[config.mk]
export PLATFORM = sky130hd
export DESIGN_NAME = button_event_decoder_flat
export DESIGN_NICKNAME = d
export VERILOG_FILES = /design/src/rtl/button_evt_pkg.sv /design/src/rtl/button_event_decoder_if.sv /design/src/rtl/evt_timer.sv /design/src/rtl/button_event_decoder.sv /design/src/flat_wrapper.sv
export SDC_FILE = /design/constraint.sdc
export NUM_CORES = 1
export LEC_CHECK = 0
export CAP_MARGIN = 0
export CORE_MARGIN = 2
export CORE_UTILIZATION = 56
export CTS_BUF_LIST = sky130_fd_sc_hd__clkbuf_8
export DETAILED_ROUTE_END_ITERATION = 7
export PLACE_DENSITY = 0.85
export SLEW_MARGIN = 20
export SYNTH_ARGS = -nofsm -noshare
export SYNTH_HDL_FRONTEND = slang
export SYNTH_SLANG_ARGS = --single-unit
[constraint.sdc]
create_clock -name clk -period 2.2 [get_ports clk]
set_clock_uncertainty 0.2 [all_clocks]
set_input_delay 0.22 -clock clk [delete_from_list [all_inputs] [get_ports clk]]
set_output_delay 0.22 -clock clk [all_outputs]
set_load 0.02 [all_outputs]
[src/rtl/button_evt_pkg.sv]
// Shared types and default timing for the button event decoder.
//   state_e            : decoder FSM states
//   *_CYCLES_DEF       : default timing constants (clk cycles)
//   max3()             : helper used to size the shared event counter
package button_evt_pkg;

    typedef enum logic [2:0] {
        IDLE,
        PRESS,
        HELD,
        GAP,
        DC_HOLD,
        LOCKOUT
    } state_e;

    localparam int unsigned LONG_CYCLES_DEF   = 50_000_000;
    localparam int unsigned GAP_CYCLES_DEF    = 12_500_000;
    localparam int unsigned REPEAT_CYCLES_DEF = 10_000_000;

    // Largest of three timing limits; sets the counter width.
    function automatic int unsigned max3(input int unsigned a,
                                         input int unsigned b,
                                         input int unsigned c);
        int unsigned m;
        m = (a > b) ? a : b;
        return (m > c) ? m : c;
    endfunction

endpackage

[src/rtl/button_event_decoder_if.sv]
// Switch-side bus of the button event decoder.
//   level/trans_up/trans_dn : debounced level and edge strobes (debouncer -> decoder)
//   short_press/long_press/double_click/repeat_tick : one-cycle event pulses
//   busy                    : decoder is tracking a gesture
// master = debouncer / UI side, slave = decoder.
interface button_event_decoder_if;

    logic level;
    logic trans_up;
    logic trans_dn;
    logic short_press;
    logic long_press;
    logic double_click;
    logic repeat_tick;
    logic busy;

    modport master (
        output level, trans_up, trans_dn,
        input  short_press, long_press, double_click, repeat_tick, busy
    );

    modport slave (
        input  level, trans_up, trans_dn,
        output short_press, long_press, double_click, repeat_tick, busy
    );

endinterface

[src/rtl/evt_timer.sv]
// Saturating cycle counter shared by all decoder states.
//   clk, rst_n : clock, async active-low reset
//   clr        : restart count at 0 next cycle (wins over en)
//   en         : advance count by one (saturates at all-ones)
//   limit      : terminal value; hit when count == limit-1
//   hit        : combinational, high for the single cycle count == limit-1 while enabled
module evt_timer #(
    parameter int unsigned CNT_W = 8
) (
    input  logic             clk,
    input  logic             rst_n,
    input  logic             clr,
    input  logic             en,
    input  logic [CNT_W-1:0] limit,
    output logic             hit
);

    localparam logic [CNT_W-1:0] CNT_MAX = '1;

    logic [CNT_W-1:0] count_q;

    // hit does not depend on clr so the owner may clear on hit without a loop.
    assign hit = en && (count_q == (limit - CNT_W'(1)));

    always_ff @(posedge clk or negedge rst_n) begin
        if (!rst_n) begin
            count_q <= '0;
        end else if (clr) begin
            count_q <= '0;
        end else if (en && (count_q != CNT_MAX)) begin
            count_q <= count_q + CNT_W'(1);
        end
    end

endmodule

[src/rtl/button_event_decoder.sv]
// Turns debounced switch level/edge strobes into short press, long press,
// double click and (optionally) auto-repeat pulses, one cycle each.
//   clk, rst_n : clock, async active-low reset
//   bus        : button_event_decoder_if.slave (inputs level/trans_up/trans_dn,
//                registered outputs short_press/long_press/double_click/repeat_tick/busy)
// Build option: define AUTO_REPEAT_EN to generate repeat_tick while long-held;
// otherwise repeat_tick is tied 0 and HELD only waits for release.
// LONG_CYCLES and GAP_CYCLES must be >= 2.
module button_event_decoder
    import button_evt_pkg::*;
#(
    parameter int unsigned LONG_CYCLES   = LONG_CYCLES_DEF,
    parameter int unsigned GAP_CYCLES    = GAP_CYCLES_DEF,
    parameter int unsigned REPEAT_CYCLES = REPEAT_CYCLES_DEF,
    parameter int unsigned CNT_W         = 32'($clog2(max3(LONG_CYCLES, GAP_CYCLES, REPEAT_CYCLES)) + 1)
) (
    input  logic                   clk,
    input  logic                   rst_n,
    button_event_decoder_if.slave  bus
);

    // Counter restarts at 0 the cycle after a state entry, so the entry cycle
    // itself is the first counted cycle for PRESS/GAP: compare one lower.
    localparam logic [CNT_W-1:0] LIM_LONG = CNT_W'(LONG_CYCLES - 1);
    localparam logic [CNT_W-1:0] LIM_GAP  = CNT_W'(GAP_CYCLES - 1);
`ifdef AUTO_REPEAT_EN
    localparam logic [CNT_W-1:0] LIM_REP  = CNT_W'(REPEAT_CYCLES);
`endif

    state_e           state_q;
    logic             short_q;
    logic             long_q;
    logic             dc_q;
    logic             busy_q;

    logic             up_only_c;
    logic             dn_only_c;
    logic             tmr_en_c;
    logic             tmr_clr_c;
    logic             tmr_dn_clr_c;
    logic [CNT_W-1:0] tmr_limit_c;
    logic             tmr_hit;

    // Simultaneous up and down strobes cancel each other.
    assign up_only_c = bus.trans_up & ~bus.trans_dn;
    assign dn_only_c = bus.trans_dn & ~bus.trans_up;

    // Timer enable/limit per state; cleared whenever idle, on terminal hit, or on release from PRESS.
    always_comb begin
        tmr_en_c     = 1'b0;
        tmr_limit_c  = LIM_LONG;
        tmr_dn_clr_c = 1'b0;
        case (state_q)
            PRESS: begin
                tmr_en_c     = 1'b1;
                tmr_limit_c  = LIM_LONG;
                tmr_dn_clr_c = dn_only_c;
            end
            GAP: begin
                tmr_en_c    = 1'b1;
                tmr_limit_c = LIM_GAP;
            end
`ifdef AUTO_REPEAT_EN
            HELD: begin
                tmr_en_c    = 1'b1;
                tmr_limit_c = LIM_REP;
            end
`endif
            default: begin
            end
        endcase
    end

    assign tmr_clr_c = ~tmr_en_c | tmr_hit | tmr_dn_clr_c;

    evt_timer #(
        .CNT_W (CNT_W)
    ) u_timer (
        .clk   (clk),
        .rst_n (rst_n),
        .clr   (tmr_clr_c),
        .en    (tmr_en_c),
        .limit (tmr_limit_c),
        .hit   (tmr_hit)
    );

`ifdef AUTO_REPEAT_EN
    logic rep_q;

    // Auto-repeat pulse; release wins over a coincident period boundary.
    always_ff @(posedge clk or negedge rst_n) begin
        if (!rst_n) begin
            rep_q <= 1'b0;
        end else begin
            rep_q <= (state_q == HELD) && tmr_hit && !dn_only_c;
        end
    end

    assign bus.repeat_tick = rep_q;
`else
    assign bus.repeat_tick = 1'b0;
`endif

    // Gesture FSM with registered event pulses; timer limits win over coincident strobes.
    always_ff @(posedge clk or negedge rst_n) begin
        if (!rst_n) begin
            state_q <= IDLE;
            short_q <= 1'b0;
            long_q  <= 1'b0;
            dc_q    <= 1'b0;
            busy_q  <= 1'b0;
        end else begin
            short_q <= 1'b0;
            long_q  <= 1'b0;
            dc_q    <= 1'b0;
            unique case (state_q)
                IDLE: begin
                    if (up_only_c) begin
                        state_q <= PRESS;
                        busy_q  <= 1'b1;
                    end else if (bus.level) begin
                        // Switch already down (e.g. held through reset): swallow this press.
                        state_q <= LOCKOUT;
                        busy_q  <= 1'b1;
                    end
                end
                PRESS: begin
                    if (tmr_hit) begin
                        long_q  <= 1'b1;
                        state_q <= HELD;
                    end else if (dn_only_c) begin
                        state_q <= GAP;
                    end
                end
                HELD: begin
                    if (dn_only_c) begin
                        state_q <= IDLE;
                        busy_q  <= 1'b0;
                    end
                end
                GAP: begin
                    if (tmr_hit) begin
                        short_q <= 1'b1;
                        state_q <= IDLE;
                        busy_q  <= 1'b0;
                    end else if (up_only_c) begin
                        dc_q    <= 1'b1;
                        state_q <= DC_HOLD;
                    end
                end
                DC_HOLD, LOCKOUT: begin
                    if (dn_only_c) begin
                        state_q <= IDLE;
                        busy_q  <= 1'b0;
                    end
                end
                default: begin
                    state_q <= IDLE;
                    busy_q  <= 1'b0;
                end
            endcase
        end
    end

    assign bus.short_press  = short_q;
    assign bus.long_press   = long_q;
    assign bus.double_click = dc_q;
    assign bus.busy         = busy_q;

endmodule

[src/flat_wrapper.sv]
// flat-port wrapper written by rule: the top's interface ports become plain ports
module button_event_decoder_flat import button_evt_pkg::*;
#(
    parameter int unsigned LONG_CYCLES   = LONG_CYCLES_DEF,
    parameter int unsigned GAP_CYCLES    = GAP_CYCLES_DEF,
    parameter int unsigned REPEAT_CYCLES = REPEAT_CYCLES_DEF,
    parameter int unsigned CNT_W         = 32'($clog2(max3(LONG_CYCLES, GAP_CYCLES, REPEAT_CYCLES)) + 1)
)
  (clk, rst_n, bus_level, bus_trans_up, bus_trans_dn, bus_short_press, bus_long_press, bus_double_click, bus_repeat_tick, bus_busy);
  button_event_decoder_if bus_i ();
  input  logic clk;
  input  logic rst_n;
  input wire logic [$bits(bus_i.level)-1:0] bus_level;
  input wire logic [$bits(bus_i.trans_up)-1:0] bus_trans_up;
  input wire logic [$bits(bus_i.trans_dn)-1:0] bus_trans_dn;
  output wire logic [$bits(bus_i.short_press)-1:0] bus_short_press;
  output wire logic [$bits(bus_i.long_press)-1:0] bus_long_press;
  output wire logic [$bits(bus_i.double_click)-1:0] bus_double_click;
  output wire logic [$bits(bus_i.repeat_tick)-1:0] bus_repeat_tick;
  output wire logic [$bits(bus_i.busy)-1:0] bus_busy;
  assign bus_i.level = bus_level;
  assign bus_i.trans_up = bus_trans_up;
  assign bus_i.trans_dn = bus_trans_dn;
  assign bus_short_press = bus_i.short_press;
  assign bus_long_press = bus_i.long_press;
  assign bus_double_click = bus_i.double_click;
  assign bus_repeat_tick = bus_i.repeat_tick;
  assign bus_busy = bus_i.busy;
  button_event_decoder #(.LONG_CYCLES(LONG_CYCLES), .GAP_CYCLES(GAP_CYCLES), .REPEAT_CYCLES(REPEAT_CYCLES), .CNT_W(CNT_W)) u_core (.clk(clk), .rst_n(rst_n), .bus(bus_i));
endmodule
==> qor.log <==
INFO  logic_synthesis syn-cell-area=2158µm²
INFO  layout         finish.cell_count_without_fillers=341
INFO  global_route   maximum_number_of_pins_on_one_net_before_global_route_repair=35
INFO  route          detail_route.iter0.violations=200
INFO  timing         worst_slew_pin_slew=475.6ps
INFO  timing         max_clock_freq=426.3MHz
INFO  worst_setup_path timing.critical_path.from_type=flip-flop
INFO  global_route   groute.usage.overall=28.92%
INFO  job            max_cap_viols=0
INFO  timing         finalHoldViolCount=0
INFO  route          routed-via-count=2140
INFO  logic_synthesis yosys-mux-area-fraction=1.391%
INFO  floorplanning  dieHeight=66.08µm
INFO  floorplanning  die_x=66.08µm
INFO  global_route   first_global_vias=2025
INFO  logic_synthesis synth-xor-area-share=7.304%
INFO  logic_synthesis yosysUniqueCellTypes=52
INFO  logic_synthesis synth.top_cells.by_area=sky130_fd_sc_hd__dfrtp_1 39%, sky130_fd_sc_hd__xnor2_1 6.5%, sky130_fd_sc_hd__nor2_1 4.5%, sky130_fd_sc_hd__nand2_1 3.5%, sky130_fd_sc_hd__nand3_1 3.2%
INFO  timing         final_max_slew_viol_count=0
INFO  route          routedWlPerCell=16.43µm
INFO  layout         antennaDiodeCount=0
INFO  placed_design  place_worst_setup_slack=-144.2ps
INFO  floorplanning  site_row_count=22
INFO  layout         layout_filler_cell_count=275
INFO  timing         final.setup.worst_slack=-145.7ps
INFO  worst_setup_path timing_worst_setup_path_type=flip-flop to flip-flop
INFO  worst_hold_path path_category_of_the_worst_min_delay_check=input pin to asynchronous set/reset pin
INFO  timing         slew_headroom=67.47%
INFO  route          routed_wl=5604µm
INFO  route          ant_nets=0
INFO  timing         sum_of_negative_setup_slack=-3567ps
INFO  worst_setup_path worstPathRequired=2230ps
INFO  logic_synthesis netlist.area_leader.share=39.42%
INFO  pwr            peakVddDrop=0.4556mV
INFO  status         run_status=finished, violations left
INFO  logic_synthesis combinational_family_with_the_most_area_after_synthesis=simple AND/OR/NAND/NOR gates
INFO  worst_setup_path reg2reg_depth=6
INFO  timing         rsz0062_at_grt=yes
INFO  pwr            power.static_leakage=1.096nW
INFO  layout         flow.area_growth_from_synthesis=25.62%
INFO  logic_synthesis top_post_synthesis_cells_by_count=34 x sky130_fd_sc_hd__dfrtp_1, 26 x sky130_fd_sc_hd__nor2_1, 20 x sky130_fd_sc_hd__nand2_1
INFO  pwr            cellPowerDensity=705.1nW/µm²
INFO  route          route.detailed.vias_per_inst=6.276
INFO  clock_network  path_clk_slew=70ps
INFO  floorplanning  io_pins=10
INFO  logic_synthesis share_of_synthesized_flip_flops_with_an_asynchronous_set_or_reset=100.0%
INFO  logic_synthesis synth_area_leader_cell=sky130_fd_sc_hd__dfrtp_1
INFO  layout         drive_gt1_share=25.60%
INFO  logic_synthesis compound_gate_portion_of_the_synthesized_area=14.90%
INFO  layout         final_core_util=73.51%
INFO  worst_setup_path timing.rr.start=u_core.u_timer.count_q[14]
INFO  layout         fin_area=2711µm²
INFO  worst_setup_path r2r-end=u_core.state_q[2]
INFO  logic_synthesis dominantRegCellSynth=sky130_fd_sc_hd__dfrtp_1
INFO  placed_design  finalWeightedCongestion=0.9366
INFO  floorplanning  floorplan.initialDensity=58.51%
INFO  logic_synthesis synth_area_in_simple_gates=31.30%
INFO  global_route   antenna_found_initial=0
INFO  layout         layout.nets=299
INFO  worst_setup_path timing.critical_path.fanout_max=2
INFO  placed_design  portBuffers=8
INFO  timing         finalSetupViolations=33
INFO  timing         hold_slack=133.7ps
INFO  worst_setup_path regToRegSetupSlack=-150ps
INFO  logic_synthesis synth.ff_latch_count=34
INFO  clock_network  clock_sinks=34
INFO  route          detail_route.drc_violations=0
INFO  worst_setup_path cp-end-kind=flip-flop
INFO  clock_network  ctsRootBufferMaster=sky130_fd_sc_hd__clkbuf_8
INFO  route          iteration_count_of_the_initial_detailed_routing_pass=5
INFO  global_route   grt_pass1_wl=9494µm
INFO  clock_network  tritoncts.num_buffers=5
INFO  logic_synthesis synth_cells=242
INFO  logic_synthesis syn_avg_cell_area=8.919µm²
INFO  logic_synthesis synth.yosys.seq_area_share=39.42%
INFO  placed_design  hpwlAfterDp=4008µm
INFO  logic_synthesis synth_enable_flop_cells=0
INFO  timing         final.period_utilization=106.6%
INFO  worst_setup_path worstPathArrival=2380ps
INFO  logic_synthesis synth.net_count=249
INFO  clock_network  maximum_clock_path_buffer_count=2
INFO  placed_design  placement.cell_area=2595µm²
INFO  status         failed_checks=negative setup slack
INFO  global_route   grt_remaining_overflow=0
INFO  logic_synthesis leading_cell_type_by_number_of_instances_after_synthesis=sky130_fd_sc_hd__dfrtp_1
INFO  clock_network  h-tree-depth=2
INFO  placed_design  placed_cells=332
INFO  floorplanning  placeableCoreArea=3689µm²
INFO  timing         post-route-min-period=2346ps
INFO  clock_network  clk_latency=290ps
INFO  logic_synthesis synthAdderAreaFrac=1.159%
INFO  pwr            report.power.total=1.912mW
INFO  floorplanning  floorplan.die_area=4367µm²
INFO  clock_network  tritoncts=yes
INFO  logic_synthesis yosys_warnings=0
worst max-delay path: stages (launching register included):
cell                       delay, ps
sky130_fd_sc_hd__dfrtp_1         400
sky130_fd_sc_hd__or4b_4          520
sky130_fd_sc_hd__nor4_1          430
sky130_fd_sc_hd__buf_4           200
sky130_fd_sc_hd__mux2i_1          70
sky130_fd_sc_hd__o211ai_1        240
sky130_fd_sc_hd__o311a_1         210
what timing repair did:
| item | 4_1_cts | 5_1_grt |
|---|---|---|
| hold buffers | 0 | 0 |
| pin swaps | 1 | 1 |
| endpoints found under the setup margin | 32 | 33 |
| setup buffers | 1 | 0 |
| gates resized for setup | 0 | 6 |
| cloned | 0 | 0 |
state kept, by name, indices dropped and copies added (netlist names):
signal                   cells
u_core.u_timer.count_q      27
u_core.bus.short_press       1
u_core.bus.long_press        1
u_core.bus.double_click      1
u_core.bus.busy              1
u_core.state_q               3
worst max-delay path by stage:
stage,startpoint,endpoint,slack (ps),depth (start not counted)
3_5_place_dp,u_core.u_timer.count_q[22],u_core.state_q[0],-140,5
3_3_place_gp,u_core.u_timer.count_q[22],u_core.state_q[0],-120,5
6_report,u_core.u_timer.count_q[14],u_core.state_q[2],-150,6
2_1_floorplan,u_core.u_timer.count_q[22],u_core.state_q[0],-120,5
5_1_grt,u_core.u_timer.count_q[14],u_core.u_timer.count_q[2],-220,6
4_1_cts,u_core.u_timer.count_q[14],u_core.state_q[2],-120,6
area by class of cell:
| type | instances | area, µm² | area share (%) |
|---|---|---|---|
| Sequential cell | 34 | 850.8 | 31.38 |
| Clock buffer | 6 | 82.58 | 3.046 |
| Tap cell | 48 | 60.06 | 2.215 |
| Inverter | 4 | 15.01 | 0.5538 |
| Multi-Input combinational cell | 188 | 1231 | 45.41 |
| Timing Repair Buffer | 59 | 462.9 | 17.07 |
| Clock inverter | 2 | 8.758 | 0.3230 |
logic make-up after synthesis:
| logic type | count (synthesis) |
|---|---|
| simple gates | 118 |
| compound gates | 46 |
| flops | 34 |
| buf+inv | 20 |
| xor+xnor | 18 |
| mux | 3 |
| fa+ha+maj | 2 |
| other cells | 1 |
cell usage in the layout (no fill, tap or decap), types with 2 or more instances in the layout:
cell type	n
sky130_fd_sc_hd__nor3_1	7
sky130_fd_sc_hd__or3_1	4
sky130_fd_sc_hd__and4_1	6
sky130_fd_sc_hd__mux2i_1	3
sky130_fd_sc_hd__o31ai_1	2
sky130_fd_sc_hd__nor4_1	4
sky130_fd_sc_hd__clkbuf_8	6
sky130_fd_sc_hd__and3_1	3
sky130_fd_sc_hd__buf_4	51
sky130_fd_sc_hd__o211ai_1	3
sky130_fd_sc_hd__inv_1	5
sky130_fd_sc_hd__nand3_1	14
sky130_fd_sc_hd__nand4_1	8
sky130_fd_sc_hd__nor4b_1	2
sky130_fd_sc_hd__clkdlybuf4s50_1	8
sky130_fd_sc_hd__xor2_1	2
sky130_fd_sc_hd__a2111oi_2	2
sky130_fd_sc_hd__nor2_1	26
sky130_fd_sc_hd__o21ai_0	9
sky130_fd_sc_hd__a31oi_1	2
sky130_fd_sc_hd__ha_1	2
sky130_fd_sc_hd__a21oi_1	11
sky130_fd_sc_hd__xnor2_1	16
sky130_fd_sc_hd__nor2b_1	6
sky130_fd_sc_hd__dfrtp_1	34
sky130_fd_sc_hd__nand2_1	20
sky130_fd_sc_hd__or4b_4	2
sky130_fd_sc_hd__a211oi_1	6
sky130_fd_sc_hd__and4_2	3
sky130_fd_sc_hd__or4_1	2
per-layer routing:
layer | vias to the layer above | share of wire (%) | GRT usage [%]
li1 | 991 | - | -
met3 | 22 | 8.3 | 6.303
met5 | - | 0 | 0
met4 | 0 | 2.8 | 10.20
met2 | 116 | 48 | 46.25
met1 | 1011 | 41 | 38.60
report_power, final:
group	internal, mW	switching, mW
registers	0.677	0.0360
logic	0.303	0.411
clock network	0.248	0.237
No activity file was read; power rests on OpenSTA's default activity.
